[config.mk]
export PLATFORM = sky130hd
export DESIGN_NAME = voice_mixer
export DESIGN_NICKNAME = d
export VERILOG_FILES = /design/src/rtl/voice_synth_pkg.sv /design/src/rtl/voice_gain.sv /design/src/rtl/voice_mixer.sv
export SDC_FILE = /design/constraint.sdc
export NUM_CORES = 2
export LEC_CHECK = 0
export CAP_MARGIN = 5
export CORE_ASPECT_RATIO = 0.7
export CORE_MARGIN = 2
export CORE_UTILIZATION = 50
export CTS_CLUSTER_SIZE = 14
export DETAILED_ROUTE_END_ITERATION = 10
export GPL_TIMING_DRIVEN = 0
export PLACE_DENSITY = 0.85
export SYNTH_ARGS = -nofsm -noshare
export SYNTH_HDL_FRONTEND = slang
export SYNTH_SLANG_ARGS = --single-unit
[constraint.sdc]
create_clock -name clk -period 9.9 [get_ports clk]
set_input_delay 1.98 -clock clk [delete_from_list [all_inputs] [get_ports clk]]
set_output_delay 1.98 -clock clk [all_outputs]
set_load 0.01 [all_outputs]
[src/rtl/voice_synth_pkg.sv]
// Shared types and helpers for the voice mixer datapath.
package voice_synth_pkg;

  localparam int NUM_VOICES = 8;
  localparam int Q_FRAC     = 20;
  localparam int ONE_Q20    = 1 << Q_FRAC;

  typedef logic        [31:0]     phase_t;
  typedef logic signed [15:0]     sample_t;
  typedef logic signed [19:0]     mix_acc_t;
  typedef logic        [Q_FRAC:0] gain_t;    // 0 .. 1.0 in Q20

  typedef enum logic [1:0] {ST_IDLE, ST_LOAD, ST_VOICE, ST_OUT} state_t;

  // Volume request -> gain target, limited to [0, 1.0]
  function automatic gain_t clamp_vol(input logic signed [31:0] v);
    if (v <= 0)            return '0;
    else if (v >= ONE_Q20) return gain_t'(ONE_Q20);
    else                   return gain_t'(v);
  endfunction

  // Mix bus -> 16-bit audio sample with saturation
  function automatic sample_t sat16(input mix_acc_t x);
    if (x > mix_acc_t'(32767))       return 16'sh7fff;
    else if (x < mix_acc_t'(-32768)) return 16'sh8000;
    else                             return sample_t'(x);
  endfunction

endpackage

[src/rtl/voice_gain.sv]
// Combinational sawtooth * gain stage; gain limited to 1.0 so the
// contribution always fits 17 signed bits.
module voice_gain import voice_synth_pkg::*; (
  input  sample_t             wave,
  input  gain_t               env,
  output logic signed [16:0]  contrib
);

  gain_t              g;
  logic signed [37:0] prod;

  // Clamp gain, multiply, drop the Q20 fraction with floor rounding
  always_comb begin
    g       = (env > gain_t'(ONE_Q20)) ? gain_t'(ONE_Q20) : env;
    prod    = 38'(wave) * 38'($signed({1'b0, g}));
    contrib = 17'(prod >>> Q_FRAC);
  end

endmodule

[src/rtl/voice_mixer.sv]
// Time-multiplexed 8-voice sawtooth mixer: one voice per clock, one
// saturated 16-bit sample per accepted sample_tick.
// Optional feature macro: VOICE_MIXER_ENVELOPE_EN (linear gain slew).
module voice_mixer import voice_synth_pkg::*; #(
  parameter int SAMPLE_RATE = 48000,
  parameter int MIX_SHIFT   = 3,
  parameter int ENV_STEP    = 4096
) (
  input  logic                         clk,
  input  logic                         reset,
  input  logic                         sample_tick,
  input  logic [NUM_VOICES-1:0][31:0]  frequencies,
  input  logic [NUM_VOICES-1:0][31:0]  voice_volumes,
  output sample_t                      audio_out,
  output logic                         audio_valid,
  output logic                         overrun
);

  // Hz (Q20) -> phase increment per sample, scaled for a 2^32 phase circle
  localparam logic [63:0] PHASE_K = (64'd1 << 32) / 64'(SAMPLE_RATE);

  state_t              state;
  logic [2:0]          vcnt;
  mix_acc_t            acc;
  phase_t              phase     [NUM_VOICES];
  logic signed [31:0]  freq_snap [NUM_VOICES];
  gain_t               tgt_snap  [NUM_VOICES];

`ifdef VOICE_MIXER_ENVELOPE_EN
  localparam gain_t ENV_STEP_Q = gain_t'(ENV_STEP);
  gain_t env [NUM_VOICES];
`else
  // Immediate gain build: still reject a nonsensical ENV_STEP override
  if (ENV_STEP <= 0) begin : g_bad_env_step
    $error("ENV_STEP must be positive");
  end
`endif

  logic signed [31:0]  f_cur;
  gain_t               tgt_cur;
  logic [63:0]         inc_prod;
  phase_t              inc;
  sample_t             wave;
  gain_t               gain;
  logic signed [16:0]  contrib;

  // Per-voice operands for the voice currently selected by vcnt
  always_comb begin
    f_cur    = freq_snap[vcnt];
    tgt_cur  = tgt_snap[vcnt];
    inc_prod = {{32{f_cur[31]}}, f_cur} * PHASE_K;
    inc      = (f_cur > 0) ? phase_t'(inc_prod >> Q_FRAC) : '0;
    wave     = $signed(phase[vcnt][31:16]);
`ifdef VOICE_MIXER_ENVELOPE_EN
    gain     = env[vcnt];
`else
    gain     = tgt_cur;
`endif
  end

  voice_gain u_gain (
    .wave    (wave),
    .env     (gain),
    .contrib (contrib)
  );

  // Sequencer: IDLE -> LOAD -> VOICE x8 -> OUT, plus per-voice state update
  always_ff @(posedge clk) begin
    if (reset) begin
      state       <= ST_IDLE;
      vcnt        <= '0;
      acc         <= '0;
      audio_out   <= '0;
      audio_valid <= 1'b0;
      overrun     <= 1'b0;
      for (int i = 0; i < NUM_VOICES; i++) begin
        phase[i]     <= '0;
        freq_snap[i] <= '0;
        tgt_snap[i]  <= '0;
`ifdef VOICE_MIXER_ENVELOPE_EN
        env[i]       <= '0;
`endif
      end
    end else begin
      audio_valid <= 1'b0;
      if (sample_tick && state != ST_IDLE) overrun <= 1'b1;
      case (state)
        ST_IDLE: if (sample_tick) state <= ST_LOAD;
        ST_LOAD: begin
          for (int i = 0; i < NUM_VOICES; i++) begin
            freq_snap[i] <= $signed(frequencies[i]);
            tgt_snap[i]  <= clamp_vol($signed(voice_volumes[i]));
          end
          acc   <= '0;
          vcnt  <= '0;
          state <= ST_VOICE;
        end
        ST_VOICE: begin
          // contribution uses pre-update phase/env; update follows
          acc         <= acc + mix_acc_t'(contrib);
          phase[vcnt] <= (f_cur > 0) ? phase[vcnt] + inc : '0;
`ifdef VOICE_MIXER_ENVELOPE_EN
          if (env[vcnt] < tgt_cur)
            env[vcnt] <= (tgt_cur - env[vcnt] > ENV_STEP_Q) ? env[vcnt] + ENV_STEP_Q : tgt_cur;
          else
            env[vcnt] <= (env[vcnt] - tgt_cur > ENV_STEP_Q) ? env[vcnt] - ENV_STEP_Q : tgt_cur;
`endif
          vcnt <= vcnt + 3'd1;
          if (vcnt == 3'(NUM_VOICES - 1)) state <= ST_OUT;
        end
        ST_OUT: begin
          audio_out   <= sat16(acc >>> MIX_SHIFT);
          audio_valid <= 1'b1;
          state       <= ST_IDLE;
        end
        default: state <= ST_IDLE;
      endcase
    end
  end

endmodule

---- Yosys cells after proc, flatten, opt, wreduce, memory -nomap -nowiden ----
Memories as Yosys holds them, arrays and structs flattened. A register that Yosys moved wholly into a read port is not among the register bits.
Index checks and enable logic that the tools add are counted.
word-level totals
  bits in registers ....................... 43
  bits in writable memories ............... 680
  input port bits ......................... 515
  output and inout port bits .............. 18
  word-level logic and storage cells ...... 138
  memories ................................ 3
operators by class
  add/subtract/negate cells ............... 3
  $mul .................................... 2
  order comparisons ....................... 20
  equality and inequality tests ........... 6
  mux-type cells .......................... 76
  bitwise logic cells ..................... 16
  reduce and logical (&&, ||, !) cells .... 6
memories
  memory     words  bits a word  read ports  clocked after Yosys merged registers in  wr ports  line               source
  freq_snap  8      32           1           1                                        8         voice_mixer.sv:26  logic signed [31:0] freq_snap [NUM_VOICES];
  phase      8      32           1           1                                        8         voice_mixer.sv:25  phase_t phase [NUM_VOICES];
  tgt_snap   8      21           1           1                                        8         voice_mixer.sv:27  gain_t tgt_snap [NUM_VOICES];
operators by type and width
  cell                                                                                number
  21-bit two-way mux                                                                  41
  32-bit two-way mux                                                                  11
  32-bit by 22-bit >= comparator with 1-bit output (second input constant)            8
  32-bit by 1-bit less-or-equal comparator with 1-bit output (second input constant)  8
  64-bit by 16-bit multiplier with 51-bit output (second input constant)              1
  20-bit case mux with 2 select lines                                                 1
  16-bit by 22-bit multiplier with 37-bit output                                      1
  32-bit adder                                                                        1
  32-bit by 1-bit > comparator with 1-bit output (second input constant)              1
  16-bit two-way mux                                                                  2
  32-bit OR reduction                                                                 1
  21-bit > comparator (second input constant)                                         1
  3-bit two-way mux                                                                   7
  20-bit by 17-bit adder with 20-bit output                                           1
  17-bit by 16-bit > comparator with 1-bit output (second input constant)             1
  17-bit by 16-bit less-than comparator with 1-bit output (second input constant)     1
  1-bit bitwise OR                                                                    16
  1-bit two-way mux                                                                   10
  2-bit case mux with 4 select lines                                                  1
  3-bit case mux with 2 select lines                                                  1
  2-bit equality test (second input constant)                                         2
  2-bit two-way mux                                                                   2
  2-bit != test (second input constant)                                               2
  2-bit nonzero test                                                                  2
  other kinds (6)                                                                     6

---- Depth between registers and ports, before layout ----
  word-level depth ........................ 6
  mapped depth ............................ 46
  mapped depth without buffers ............ 42

---- By module ----
From an unflattened synthesis, not the netlist that was laid out.
unflattened totals
  cell total of the unflattened synthesis .. 4,946
  area, all modules ....................... 56,402.8 um^2
by module, submodules not included
  module       instances  cells an instance  area an instance (um^2)  seq. area each (um^2)
  voice_mixer  1          3,580              44,955.6                 21,340.5
  voice_gain   1          1,366              11,447.2                 0.0

---- Least setup slack after synthesis ----
No wires, ideal clock.
  kind .................................... flip-flop to flip-flop
  from .................................... register (tool-made name)
  to ...................................... memory phase[1][21] (netlist bit), data pin
  setup time .............................. 0.273 ns
  data arrival time ....................... 10.173 ns
  required time ........................... 9.627 ns
  path slack .............................. -0.546 ns
  stages on the path, launching flop included .. 40
  path buffers ............................ 5
  period minus slack after synthesis ...... 10.446 ns
  cells stage by stage .................... dfxtp_1 -> buf_2 -> buf_4 -> buf_2 -> buf_1 -> buf_1 -> mux4_2 -> mux2i_1 -> inv_1 -> ha_1 -> fa_1 -> inv_1 -> fa_1 -> inv_1 -> fa_1 -> inv_1 -> fa_1 -> inv_1 -> [... 4 more ...] -> a21oi_1 -> o311a_1 -> o21ai_0 -> a21oi_1 -> inv_1 -> a21oi_1 -> xor2_1 -> nor2_1 -> ha_1 -> a21o_1 -> a2111oi_0 -> o21ai_1 -> a211o_1 -> a31o_2 -> o31ai_1 -> o21ai_0 -> xnor2_1 -> nor2_1
RTL lines
  item              line
  end: declaration  voice_mixer.sv:25

==> impl_metrics.csv <==
group,metric,value,unit
outcome,status,"finished with violations",
outcome,failed_checks,"setup timing",
detailed_routing,num_vias,42216,
timing,max_slew_margin,19.7,%
detailed_routing,total_wire_length,188000,microns
timing,fmax,94.8,MHz
yosys,main_combinational_cell_family_by_area_after_synthesis,"adder cells",
timing,hold_violations_final,0,
detailed_routing,route.detailed.wl_per_inst,26.5,microns
placement,dpl.hpwl,137000,microns
floorplanning,die_width,400,microns
clocking,clkSlewWorstSetupHoldPaths,70,ps
yosys,netlist_instances,4733,
floorplanning,io-pin-count,533,
critical_path,cp.required,10250,ps
clocking,clock_sink_count,726,
detailed_routing,drt-initial-drc-count,6019,
layout,fin_util,64.4,%
global_route,grtUsageTotal,32.2,%
timing,grt_setup_unrepaired,"true",
yosys,synthDistinctLibCells,77,
critical_path,path_common_cell,"fa_1",
floorplanning,rows,101,
timing,post_layout_worst_setup_margin,-650,ps
timing,worst-slew-pin-transition,1190,ps
layout,fraction_of_layout_cells_with_a_size_suffix_above_1,17.7,%
floorplanning,dieArea,0.113,sq mm
timing,report.final.setup_viol,116,
global_route,antenna_found_initial,16,
yosys,synthAdderAreaFrac,27.2,%
floorplanning,floorplan.die.height,281,microns
timing,final_period_minus_worst_setup_slack,10550,ps
global_route,grt-ovfl-total,0,
yosys,synth.top_cells.by_area,"edfxtp_1, fa_1, ha_1",
yosys,synth_mux_area_share,8.78,%
yosys,yosys.area.top_type_share,37.2,%
placement,buffer_ports.inserted,532,
yosys,synth-simple-area-share,13.7,%
detailed_routing,firstDrtPassIters,9,
critical_path,slowest_stage,"fa_1",
critical_path,critPathCaptureType,"register",
layout,areaGrowthSynthToFinish,27.5,%
yosys,syn-cell-area,0.0549,sq mm
critical_path,crit_path_max_fanout,10,
clocking,clock_latency,670,ps
layout,mostFrequentLayoutCell,"inv_1",
clocking,tritoncts,"done",
yosys,post-synth-top-area-cell,"edfxtp_1",
critical_path,timing.critical_path.arrival,10900,ps
floorplanning,floorplan.initialDensity,50.5,%
timing,final.hold.worst_slack,480,ps
detailed_routing,detail_route.drc_violations,0,
clocking,cts_htree_levels,3,
critical_path,r2r_setup_slack,-650,ps
global_route,first_global_vias,42689,
critical_path,worstSetupStartpointType,"register",
critical_path,slowest_delay,580,ps
timing,period_share,107,%
timing,report.final.slew_viol_count,0,
detailed_routing,post_drt_via_cell_ratio,5.96,
timing,setup_total_negative_slack,-35450,ps
layout,num-nets-final,6983,
global_route,grt_max_degree,75,
yosys,ys_ff_latch,726,
job,max_cap_viol_count,0,
critical_path,setup.worst_path.class,"reg -> reg",
clocking,cts_hold_buf,0,
yosys,synth-compound-area-share,3.84,%
yosys,synth_edf_count,680,
placement,gp_routability_congestion,0.997,
hold_path,min-delay-path-class,"reg -> reg",
global_route,grt_first_pass_wirelength,265000,microns
detailed_routing,ant_nets,0,
yosys,yosys.area_share.xor_xnor,1.35,%
yosys,synth_top_flop_cell,"edfxtp_1",
clocking,numCtsBuffers,75,
floorplanning,core_region_area,0.109,sq mm
layout,commonest_non_fill_non_tap_cells_in_the_layout,"inv_1, edfxtp_1, clkdlybuf4s50_1",
yosys,synth.yosys.seq_area_share,38.9,%
yosys,post_synthesis_net_count,6149,
clocking,cts_root_buf,"clkbuf_16",
yosys,yosys_warnings,0,
yosys,post_synth.cell_area_avg,11.6,sq um
clocking,max-clock-path-buffers,3,
yosys,async_flop_share,0,%
timing,fin_skew,46.3,ps
sequential cells by signal, indices dropped and copies added, names as in the netlist, named ones only:
name / flops
overrun: 1
acc: 20
tgt_snap: 168
audio_out: 16
phase: 256
freq_snap: 256
state: 2
audio_valid: 1
vcnt: 3
cell type report:
cell class                 instances  area (sq um)
multi-input combinational       3094         32500
tap                             1442          1800
clock buffer                      94          2010
timing repair buffer             762          7700
inverter                         732          2780
buffer                           176          1370
antenna                           12          30.0
fill                            7651         38700
sequential                       726         21300
clock inverter                    42           480
per-stage QoR:
step | setup slack, ps | instances | area [sq um]
floorplan | 4.75 | 4733 | 55000
detailed placement | -3810 | 6724 | 62500
finish | -650 | 7080 | 70000
global route | -648 | 7080 | 70000
CTS | -93.5 | 6967 | 67800
global placement | -3640 | 6707 | 62100
synth_stat cells (12+ instances only):
master,count
a21o_1,50
edfxtp_1,680
a211oi_1,12
ha_1,416
clkbuf_1,139
o21a_1,16
fa_1,485
and2_1,367
nor4_1,66
mux2_2,26
buf_2,15
nand4_1,18
dfxtp_1,46
inv_1,723
a31oi_1,12
xor2_1,26
mux2i_1,61
buf_1,20
nor2_1,570
a21oi_1,106
o21ai_0,42
o21bai_1,15
mux4_2,161
nand3_1,59
nor2b_1,94
nand2b_1,43
or3_1,12
xnor2_1,57
nand2_1,220
nor3_1,47
worst max-delay path: cells and delay by family, from the launching register on:
kind	cells	cell delay (ps)
adders and majority gates	8	3470
AOI/OAI and AO/OA	8	1830
buffers and inverters	11	1650
and+or+nand+nor	9	1410
muxes	2	870
xor gates and xnor gates	2	570
DFF	1	360
what timing repair did:
| item | 4_1_cts | 5_1_grt |
|---|---|---|
| setup endpoints to repair | 276 | 180 |
| gates resized for setup | 436 | 289 |
| pin swaps | 70 | 176 |
| cloned | 3 | 6 |
| buffers inserted | 107 | 96 |
per-layer routing:
metal / vias up / global-route usage (%) / share of wire [%]
li1: 17604 / - / -
met1: 20996 / 45.2 / 38
met2: 3084 / 46.7 / 43
met3: 524 / 11.4 / 15
met4: 8 / 10.3 / 3.9
met5: - / 0 / 0.024
worst paths after layout:
kind,from,end,cells after the start
hold reg to reg,acc[0],acc[0],2
setup / recovery,register,phase[7][29],40
hold / removal,acc[0],acc[0],2
setup reg to reg,register,phase[7][29],40
cell families (layout without fill, tap and decap cells):
family,Yosys count,in the layout
and+or+nand+nor,1528,1528
buffers and inverters,913,1806
adders and majority gates,901,901
DFF,726,726
AOI/OAI and AO/OA,321,321
muxes,260,260
xor gates and xnor gates,84,84
other,0,12
Power is not shown: default switching activity piles up to over one toggle a cycle in this logic, so the estimate is an artifact.
